### src/rtl/arbiter_grant_sink_if.sv
// Grant-sink bundle: the arbiter-facing four-phase handshake plus the
// clocked valid/ready grant stream. The sink takes the slave side; the
// arbiter/consumer environment takes the master side.
interface arbiter_grant_sink_if #(
  parameter int input_size = 8,
  parameter int fifo_depth = 4
);
  localparam int IDX_W = $clog2(input_size);
  localparam int CNT_W = $clog2(fifo_depth) + 1;

  logic                  req_in;
  logic [input_size-1:0] sel_in;
  logic                  ack_out;
  logic                  grant_valid;
  logic                  grant_ready;
  logic [IDX_W-1:0]      grant_idx;
  logic [CNT_W-1:0]      fifo_count;
  logic                  err;

  modport slave (
    input  req_in, sel_in, grant_ready,
    output ack_out, grant_valid, grant_idx, fifo_count, err
  );

  modport master (
    output req_in, sel_in, grant_ready,
    input  ack_out, grant_valid, grant_idx, fifo_count, err
  );
endinterface

### src/rtl/arbiter_grant_sink.sv
// arbiter_grant_sink: clocked consumer for the self-timed cascade arbiter.
// Synchronises req_in, completes the four-phase handshake with a registered
// ack_out, encodes the one-hot sel_in to a binary index and queues indices
// in a show-ahead FIFO exposed as a valid/ready grant stream.
// Optional macro ONEHOT_CHECK_EN: flags (sticky err) any pushed sel_in that
// is not exactly one-hot.
module arbiter_grant_sink #(
  parameter int input_size = 8,
  parameter int fifo_depth = 4
) (
  input  logic                 clk,
  input  logic                 rst,
  arbiter_grant_sink_if.slave  bus
);
  localparam int IDX_W = $clog2(input_size);
  localparam int PTR_W = $clog2(fifo_depth);
  localparam int CNT_W = PTR_W + 1;

  typedef enum logic {IDLE, ACK} state_t;

  state_t           state;
  logic             ack_r;
  logic             req_meta;
  logic             req_s;
  logic [IDX_W-1:0] enc_idx;
  logic             found;
  logic             push;
  logic             pop;
  logic             full;
  logic             empty;
  logic [IDX_W-1:0] mem [fifo_depth];
  logic [PTR_W-1:0] wr_ptr;
  logic [PTR_W-1:0] rd_ptr;
  logic [CNT_W-1:0] count;

  // Two-flop synchroniser for the asynchronous request
  always_ff @(posedge clk or posedge rst) begin
    if (rst) begin
      req_meta <= 1'b0;
      req_s    <= 1'b0;
    end else begin
      req_meta <= bus.req_in;
      req_s    <= req_meta;
    end
  end

  // Lowest-set-bit encoder; sel_in is bundled data, stable while req_s=1
  always_comb begin
    enc_idx = '0;
    found   = 1'b0;
    for (int unsigned i = 0; i < input_size; i++) begin
      if (bus.sel_in[i] && !found) begin
        enc_idx = IDX_W'(i);
        found   = 1'b1;
      end
    end
  end

  assign full  = (count == CNT_W'(fifo_depth));
  assign empty = (count == '0);
  assign push  = (state == IDLE) && req_s && !full;
  assign pop   = !empty && bus.grant_ready;

  // Handshake FSM; ack_out is registered alongside the state
  always_ff @(posedge clk or posedge rst) begin
    if (rst) begin
      state <= IDLE;
      ack_r <= 1'b0;
    end else begin
      case (state)
        IDLE: begin
          if (req_s && !full) begin
            state <= ACK;
            ack_r <= 1'b1;
          end
        end
        ACK: begin
          if (!req_s) begin
            state <= IDLE;
            ack_r <= 1'b0;
          end
        end
      endcase
    end
  end

  // FIFO storage; contents need no reset since reads are gated by empty
  always_ff @(posedge clk) begin
    if (push) mem[wr_ptr] <= enc_idx;
  end

  // FIFO pointers and occupancy counter
  always_ff @(posedge clk or posedge rst) begin
    if (rst) begin
      wr_ptr <= '0;
      rd_ptr <= '0;
      count  <= '0;
    end else begin
      if (push) wr_ptr <= wr_ptr + PTR_W'(1);
      if (pop)  rd_ptr <= rd_ptr + PTR_W'(1);
      case ({push, pop})
        2'b10:   count <= count + CNT_W'(1);
        2'b01:   count <= count - CNT_W'(1);
        default: count <= count;
      endcase
    end
  end

`ifdef ONEHOT_CHECK_EN
  logic [$clog2(input_size+1)-1:0] ones;
  logic                            sel_bad;
  logic                            err_r;

  // Population count of sel_in for the one-hot check
  always_comb begin
    ones = '0;
    for (int unsigned i = 0; i < input_size; i++) begin
      ones = ones + $bits(ones)'(bus.sel_in[i]);
    end
  end

  assign sel_bad = (ones != $bits(ones)'(1));

  // Sticky error on a non-one-hot sel_in at the push instant
  always_ff @(posedge clk or posedge rst) begin
    if (rst) begin
      err_r <= 1'b0;
    end else if (push && sel_bad) begin
      err_r <= 1'b1;
`ifndef SYNTHESIS
      $error("arbiter_grant_sink: sel_in 0x%0h not one-hot at %0t", bus.sel_in, $time);
`endif
    end
  end

  assign bus.err = err_r;
`else
  assign bus.err = 1'b0;
`endif

  assign bus.ack_out     = ack_r;
  assign bus.grant_valid = !empty;
  assign bus.grant_idx   = empty ? '0 : mem[rd_ptr];
  assign bus.fifo_count  = count;
endmodule

### src/flat_wrapper.sv
// flat-port wrapper written by rule: the top's interface ports become plain ports
module arbiter_grant_sink_flat 
#(
  parameter int input_size = 8,
  parameter int fifo_depth = 4
)
  (clk, rst, bus_req_in, bus_sel_in, bus_grant_ready, bus_ack_out, bus_grant_valid, bus_grant_idx, bus_fifo_count, bus_err);
  arbiter_grant_sink_if #(.input_size(input_size), .fifo_depth(fifo_depth)) bus_i ();
  input  logic clk;
  input  logic rst;
  input wire logic [$bits(bus_i.req_in)-1:0] bus_req_in;
  input wire logic [$bits(bus_i.sel_in)-1:0] bus_sel_in;
  input wire logic [$bits(bus_i.grant_ready)-1:0] bus_grant_ready;
  output wire logic [$bits(bus_i.ack_out)-1:0] bus_ack_out;
  output wire logic [$bits(bus_i.grant_valid)-1:0] bus_grant_valid;
  output wire logic [$bits(bus_i.grant_idx)-1:0] bus_grant_idx;
  output wire logic [$bits(bus_i.fifo_count)-1:0] bus_fifo_count;
  output wire logic [$bits(bus_i.err)-1:0] bus_err;
  assign bus_i.req_in = bus_req_in;
  assign bus_i.sel_in = bus_sel_in;
  assign bus_i.grant_ready = bus_grant_ready;
  assign bus_ack_out = bus_i.ack_out;
  assign bus_grant_valid = bus_i.grant_valid;
  assign bus_grant_idx = bus_i.grant_idx;
  assign bus_fifo_count = bus_i.fifo_count;
  assign bus_err = bus_i.err;
  arbiter_grant_sink #(.input_size(input_size), .fifo_depth(fifo_depth)) u_core (.clk(clk), .rst(rst), .bus(bus_i));
endmodule
### config.mk
export PLATFORM = sky130hd
export DESIGN_NAME = arbiter_grant_sink_flat
export DESIGN_NICKNAME = d
export VERILOG_FILES = /design/src/rtl/arbiter_grant_sink_if.sv /design/src/rtl/arbiter_grant_sink.sv /design/src/flat_wrapper.sv
export SDC_FILE = /design/constraint.sdc
export NUM_CORES = 1
export LEC_CHECK = 0
export ABC_CLOCK_PERIOD_IN_PS = 6410
export BUFFER_PORTS_ARGS = -buffer_cell sky130_fd_sc_hd__buf_2
export CAP_MARGIN = 10
export CORE_MARGIN = 4
export CORE_UTILIZATION = 57
export CTS_CLUSTER_SIZE = 20
export DETAILED_ROUTE_END_ITERATION = 10
export GPL_TIMING_DRIVEN = 0
export PLACE_DENSITY = 0.94
export SYNTH_ARGS = -nofsm -noshare
export SYNTH_HDL_FRONTEND = slang
export SYNTH_SLANG_ARGS = --single-unit
### constraint.sdc
create_clock -name clk -period 6.41 [get_ports clk]
set_clock_uncertainty 0.15 [all_clocks]
set_input_delay 1.282 -clock clk [delete_from_list [all_inputs] [get_ports clk]]
set_output_delay 1.282 -clock clk [all_outputs]
set_load 0.02 [all_outputs]
==> flow_metrics.env, run 1 <==
export IMPL_finalSetupViolations=0
export IMPL_rsz0062_at_grt="false"
export IMPL_postSynthAreaPerCell_um2=13.61
export IMPL_arrival_ps=1650
export IMPL_vias=653
export IMPL_yosys_top_cells_area="edfxtp_1 33%, dfrtp_1 25%, mux4_2 6.1%"
export IMPL_yosysMostFrequentCell="edfxtp_1"
export IMPL_criticalPathCategory="flop to primary output"
export IMPL_io_pins=21
export IMPL_post_route_period_util_pct=48.14
export IMPL_start_kind="flop"
export IMPL_wl_um=1671
export IMPL_routedWlPerCell_um=12.95
export IMPL_initial_utilization_pct=61.82
export IMPL_synth_top_family_by_area="simple AND/OR/NAND/NOR gates"
export IMPL_postSynthCellCount=81
export IMPL_cts_buffer_depth=2
export IMPL_synth_top_area_cell="edfxtp_1"
export IMPL_die_w_um=51.98
export IMPL_grt_ovfl_total=0
export IMPL_ir_drop_mv=0.2226
export IMPL_antenna_found_initial=0
export IMPL_grt_pass1_wl_um=2946
export IMPL_die_y_um=51.98
export IMPL_synth_ff_latch_count=23
export IMPL_root_buffer="clkbuf_4"
export IMPL_grt_total_usage_pct=15.37
export IMPL_antenna_cells=0
export IMPL_ant_nets=0
export IMPL_synth_fa_ha_area_share_pct=7.491
export IMPL_synth_compound_area_share_pct=4.313
export IMPL_ctsHoldBuffers=0
export IMPL_drt_initial_drc_count=6
export IMPL_route_detailed_drc=0
export IMPL_cts_buffers=3
export IMPL_htree_num_levels=1
export IMPL_viasPerCell=5.062
export IMPL_area_growth_pct=13.96
export IMPL_synth_cell_types=29
export IMPL_num_rows=15
export IMPL_die_area_um2=2701
export IMPL_cts_tree="done"
export IMPL_drive_above_1_share_pct=32.69
export IMPL_seq_area_frac_synth_pct=57.66
export IMPL_clock_sink_count=23
export IMPL_setup_slack_ps=3324
export IMPL_hold_class="flop to flop"
export IMPL_status="complete, no violations"
export IMPL_clkSlewWorstSetupHoldPaths_ps=120
export IMPL_reg2reg_depth=9
export IMPL_maxCapViolations=0
export IMPL_pre_cts_slack_ps=3572
export IMPL_clk_latency_ps=310
export IMPL_cts_setup_buffers=0
export IMPL_gp_congestion=0.8162
export IMPL_synth_common_cells="12 x edfxtp_1, 11 x dfrtp_1, 9 x inv_1"
export IMPL_syn_cell_area_um2=1102
export IMPL_coreArea_um2=1783
export IMPL_drv_slew=0
export IMPL_muxShareOfSynthArea_pct=8.400
export IMPL_p_leak_nw=0.5516
export IMPL_fin_nets=123
export IMPL_first_pass_iters=4
export IMPL_powerDensity_nw_per_um2=405.8
export IMPL_synth_edff_count=12
export IMPL_reg2reg_slack_ps=4010
export IMPL_portBuffers=19
export IMPL_holdWs_ps=223.1
export IMPL_grt_max_degree=14
export IMPL_endpoint_kind="primary output"
export IMPL_hpwlAfterDp_um=1310
export IMPL_stdcell_count=129
export IMPL_syn_num_nets=99
export IMPL_hold_viol=0
export IMPL_maxClockFrequency_mhz=324.1
export IMPL_dp_cells=125
export IMPL_fin_crit_ps=3086
export IMPL_cts_resized=0
export IMPL_crit_required_ps=4980
export IMPL_synth_xor_area_share_pct=4.767
export IMPL_whs_path_depth=0
export IMPL_tns_ps=0
export IMPL_ys_warn_count=0
export IMPL_grt_pass1_vias=693
export IMPL_worstPathMaxFanout=5
export IMPL_synthArstFlopShare_pct=47.83
export IMPL_synth_simple_area_share_pct=12.49
export IMPL_yosys_most_used_dff="edfxtp_1"
export IMPL_synth_top_area_share_pct=32.69
state kept, by name (all words and copies together) (netlist names):
register,cells
u_core.req_s,1
u_core.wr_ptr,2
u_core.mem,12
u_core.bus.ack_out,1
u_core.bus.fifo_count,3
u_core.rd_ptr,2
u_core.state,1
u_core.req_meta,1
final timing paths:
kind                                                from                  endpoint
worst max-delay path                    u_core.rd_ptr[0]          bus_grant_idx[1]
worst min-delay path                     u_core.req_meta              u_core.req_s
worst max register to register  u_core.bus.fifo_count[0]  u_core.bus.fifo_count[2]
worst min register to register           u_core.req_meta              u_core.req_s
max in group asynchronous                            rst          u_core.rd_ptr[1]
min in group asynchronous                            rst        u_core.bus.ack_out
worst max-delay path, stage by stage, from the launching register on:
cell and delay (ps):
dfrtp_1 340, clkbuf_2 190, mux4_2 500, and2_1 160, buf_2 150
metrics by stage:
step | power (mW) | util, % | area, um^2
6_report | 0.5098 | 70.46 | 1256
5_1_grt | 0.5511 | 70.46 | 1256
4_1_cts | 0.5166 | 70.46 | 1256
3_5_place_dp | 0.4493 | 68.91 | 1229
3_3_place_gp | 0.4363 | 68.91 | 1229
2_1_floorplan | 0.3881 | - | 1102
metal layers:
metal  GRT usage, %  vias to the layer above  share of wire [%]
met5              0                        -                  0
met4          10.48                        0                3.1
met3          2.579                        5                3.4
met2          26.15                        9                 52
met1          17.43                      318                 42
li1               -                      321                  -
where the power goes:
| group | total [mW] | switching, mW | internal, mW |
|---|---|---|---|
| Combinational | 0.222 | 0.118 | 0.104 |
| Clock | 0.0659 | 0.0425 | 0.0234 |
| Sequential | 0.222 | 0.0280 | 0.194 |
kinds of logic after synthesis:
family,after synthesis
AOI/OAI and AO/OA,6
xor gates and xnor gates,6
adders and majority gates,6
buffers and inverters,12
DFF,23
muxes,5
other,1
and+or+nand+nor,22
cells in the final DEF (no fill, tap or decap), types with 2 or more instances in the layout:
cell / instances
buf_2: 19
edfxtp_1: 12
dfrtp_1: 11
inv_1: 9
nor2_1: 7
ha_1: 5
and2_1: 4
and2_2: 4
xnor2_1: 3
xor2_1: 3
mux4_2: 3
clkbuf_4: 3
nand3_1: 2
cell type report:
class                      count  area (um^2)
tap                           25        31.28
buffer                         3        16.27
timing repair buffer          19        95.09
multi-input combinational     46        416.7
inverter                       9        33.78
clock inverter                 1        5.005
sequential                    23        635.6
clock buffer                   3        22.52
fill                         132        526.8
(Power assumes the default switching activity.)
==> run 2, diff against run 1 <==
Settings changed: ABC_AREA set to 1, ABC_CLOCK_PERIOD_IN_PS 6410 to 3000, CORE_UTILIZATION 57 to 53, PLACE_DENSITY 0.94 to 0.89.
Clock period 6.41 ns to 3 ns, I/O delays scaled along.
==> run 2 against run 1 <==
Effect of this change:
- sequential power up 120%
- critical path depth grew 1
- die area grew 9.6%
- flip-flop and latch count unchanged
- non-clock buffer count fell by 1
- utilization is 5.6 points lower
- design area rose by 3.3%
- power rose by 130%
- clock-buffer cell count rose by 1
- critical path type unchanged
==> flow_metrics.env, run 2 <==
export IMPL_p_leak_nw=0.6284
export IMPL_seq_area_um2=635.6
export IMPL_largest_reg_flops=12
export IMPL_clkSlewWorstSetupHoldPaths_ps=110
export IMPL_synth_cell_types=21
export IMPL_synth_common_cells="26 x nor2_1, 20 x inv_1, 12 x edfxtp_1"
export IMPL_arrival_ps=1370
export IMPL_ys_warn_count=0
export IMPL_hold_class="input pin to async pin"
export IMPL_synth_top_area_share_pct=31.54
export IMPL_dp_cells=165
export IMPL_largest_register="u_core.mem"
export IMPL_die_w_um=54.43
export IMPL_synth_top_area_cell="edfxtp_1"
export IMPL_vias=811
export IMPL_hold_viol=0
export IMPL_rr_endpoint="u_core.bus.fifo_count[2]"
export IMPL_grt_pass1_wl_um=3229
export IMPL_endpoint_kind="primary output"
export IMPL_synthArstFlopShare_pct=47.83
export IMPL_slowest_delay_ps=380
export IMPL_grt_total_usage_pct=15.56
export IMPL_cts_resized=0
export IMPL_maxCapViolations=0
export IMPL_drive_above_1_share_pct=21.83
export IMPL_fin_crit_ps=2120
export IMPL_syn_cell_area_um2=1142
export IMPL_ant_nets=0
export IMPL_yosysMostFrequentCell="nor2_1"
export IMPL_cp_buffers_inverters=3
export IMPL_synth_ff_latch_count=23
export IMPL_clock_sink_count=23
export IMPL_postSynthCellCount=119
export IMPL_worstPathCellList="buf_4, inv_2, o21ai_0, a21oi_1, buf_2"
export IMPL_r2r_start="u_core.bus.fifo_count[1]"
export IMPL_wl_um=1950
export IMPL_route_detailed_drc=0
export IMPL_cts_buffers=3
export IMPL_critPathTopFamily="buffers and inverters"
export IMPL_coreArea_um2=2002
export IMPL_layout_commonest_cell="nor2_1"
export IMPL_syn_num_nets=137
export IMPL_postSynthAreaPerCell_um2=9.600
export IMPL_post_route_period_util_pct=70.68
export IMPL_drt_initial_drc_count=8
export IMPL_viasPerCell=4.799
export IMPL_tns_ps=0
export IMPL_yosys_top_cells_area="edfxtp_1 32%, dfrtp_1 24%, nor2_1 8.5%"
export IMPL_slowest_stage="dfrtp_1"
export IMPL_reg2reg_slack_ps=1030
export IMPL_io_pins=21
export IMPL_num_rows=16
export IMPL_initial_utilization_pct=57.06
export IMPL_hpwlAfterDp_um=1626
export IMPL_gp_congestion=0.7263
export IMPL_die_area_um2=2962
export IMPL_cts_setup_buffers=0
export IMPL_htree_num_levels=1
export IMPL_grt_pass1_vias=759
export IMPL_maxClockFrequency_mhz=471.6
export IMPL_ctsHoldBuffers=0
export IMPL_drv_slew=0
export IMPL_first_pass_iters=4
export IMPL_cts_tree="done"
export IMPL_multi_input_area_um2=405.4
export IMPL_clk_latency_ps=290
export IMPL_layout_common_cells="26 x nor2_1, 20 x inv_1, 19 x buf_2"
export IMPL_cts_buffer_depth=2
export IMPL_powerDensity_nw_per_um2=915.1
export IMPL_stdcell_count=169
export IMPL_criticalPathCategory="flop to primary output"
export IMPL_grt_ovfl_total=0
export IMPL_fin_nets=161
export IMPL_root_buffer="clkbuf_4"
export IMPL_status="complete, no violations"
export IMPL_crit_required_ps=2250
export IMPL_yosys_most_used_dff="edfxtp_1"
export IMPL_seq_area_frac_synth_pct=55.64
export IMPL_worstPathMaxFanout=8
export IMPL_finalSetupViolations=0
export IMPL_grt_max_degree=13
export IMPL_nFillCells=168
export IMPL_routedWlPerCell_um=11.54
export IMPL_rsz0062_at_grt="false"
export IMPL_synth_edff_count=12
export IMPL_ir_drop_mv=0.5432
export IMPL_reg2reg_depth=10
export IMPL_portBuffers=19
export IMPL_die_y_um=54.43
export IMPL_start_kind="flop"
export IMPL_area_growth_pct=13.58
export IMPL_antenna_cells=0
export IMPL_antenna_found_initial=0
==> run 2: cell count changes after synthesis, sizes merged, moves of 2 or more <==
cell	change
nor2	+19
inv	+14
nand2	+11
o21ai	+10
and2	-8
a21oi	+5
mux4	-3
nand3	+3
clkbuf	-2
xnor2	-2
==> run 2: stage by stage <==
| stage | total power [mW] | util, % | setup WS (ps) | area, um^2 | hold slack [ps] |
|---|---|---|---|---|---|
| after global placement | 1.024 | 63.50 | 1015 | 1271 | 183.7 |
| after floorplan | 0.9047 | - | 1007 | 1142 | 181.2 |
| after CTS | 1.202 | 64.81 | 855.3 | 1297 | 122.2 |
| final | 1.187 | 64.81 | 879.7 | 1297 | 118.9 |
| after detailed placement | 1.071 | 63.50 | 978.2 | 1271 | 189.6 |
| after global routing | 1.294 | 64.81 | 708.8 | 1297 | 137.1 |
==> run 2: power breakdown <==
| part | total, mW | switching (mW) | leakage [nW] | internal, mW |
|---|---|---|---|---|
| registers | 0.481 | 0.0566 | 0.243 | 0.424 |
| logic | 0.574 | 0.370 | 0.370 | 0.204 |
| clock network | 0.132 | 0.0805 | 0.0150 | 0.0516 |
| total | 1.19 | 0.507 | 0.628 | 0.680 |
==> run 2: cells by family after synthesis <==
family                     count (synthesis)  share of synthesized area, %
xor gates and xnor gates                   4                         3.067
other                                      1                        0.3283
adders and majority gates                  6                         7.229
and+or+nand+nor                           43                         17.09
DFF                                       23                         55.64
buffers and inverters                     25                         8.871
AOI/OAI and AO/OA                         17                         7.776
==> run 2: layer usage <==
metal  vias up  track usage (%)  wire length [um]
met5         -                0                 0
met4         0            6.224                12
met3         2            2.452                94
met2        19            27.69              1023
met1       372            18.56               818
li1        418                -                 -
==> run 2: cell type report <==
cell class | instances | area share (%)
Buffer | 2 | 1.157
Clock buffer | 4 | 2.025
Inverter | 23 | 6.654
Multi-Input combinational cell | 71 | 31.24
Sequential cell | 23 | 48.99
Tap cell | 27 | 2.604
Timing Repair Buffer | 19 | 7.329
==> run 2: worst max path at each step <==
stage	start	endpoint	cells after the start
floorplan	u_core.bus.fifo_count[2]	u_core.bus.fifo_count[2]	11
CTS	u_core.rd_ptr[0]	bus_grant_idx[0]	5
detailed placement	bus_grant_ready	u_core.bus.fifo_count[1]	7
global placement	bus_grant_ready	u_core.bus.fifo_count[2]	10
finish	u_core.rd_ptr[0]	bus_grant_idx[0]	5
global route	u_core.rd_ptr[0]	bus_grant_idx[2]	5
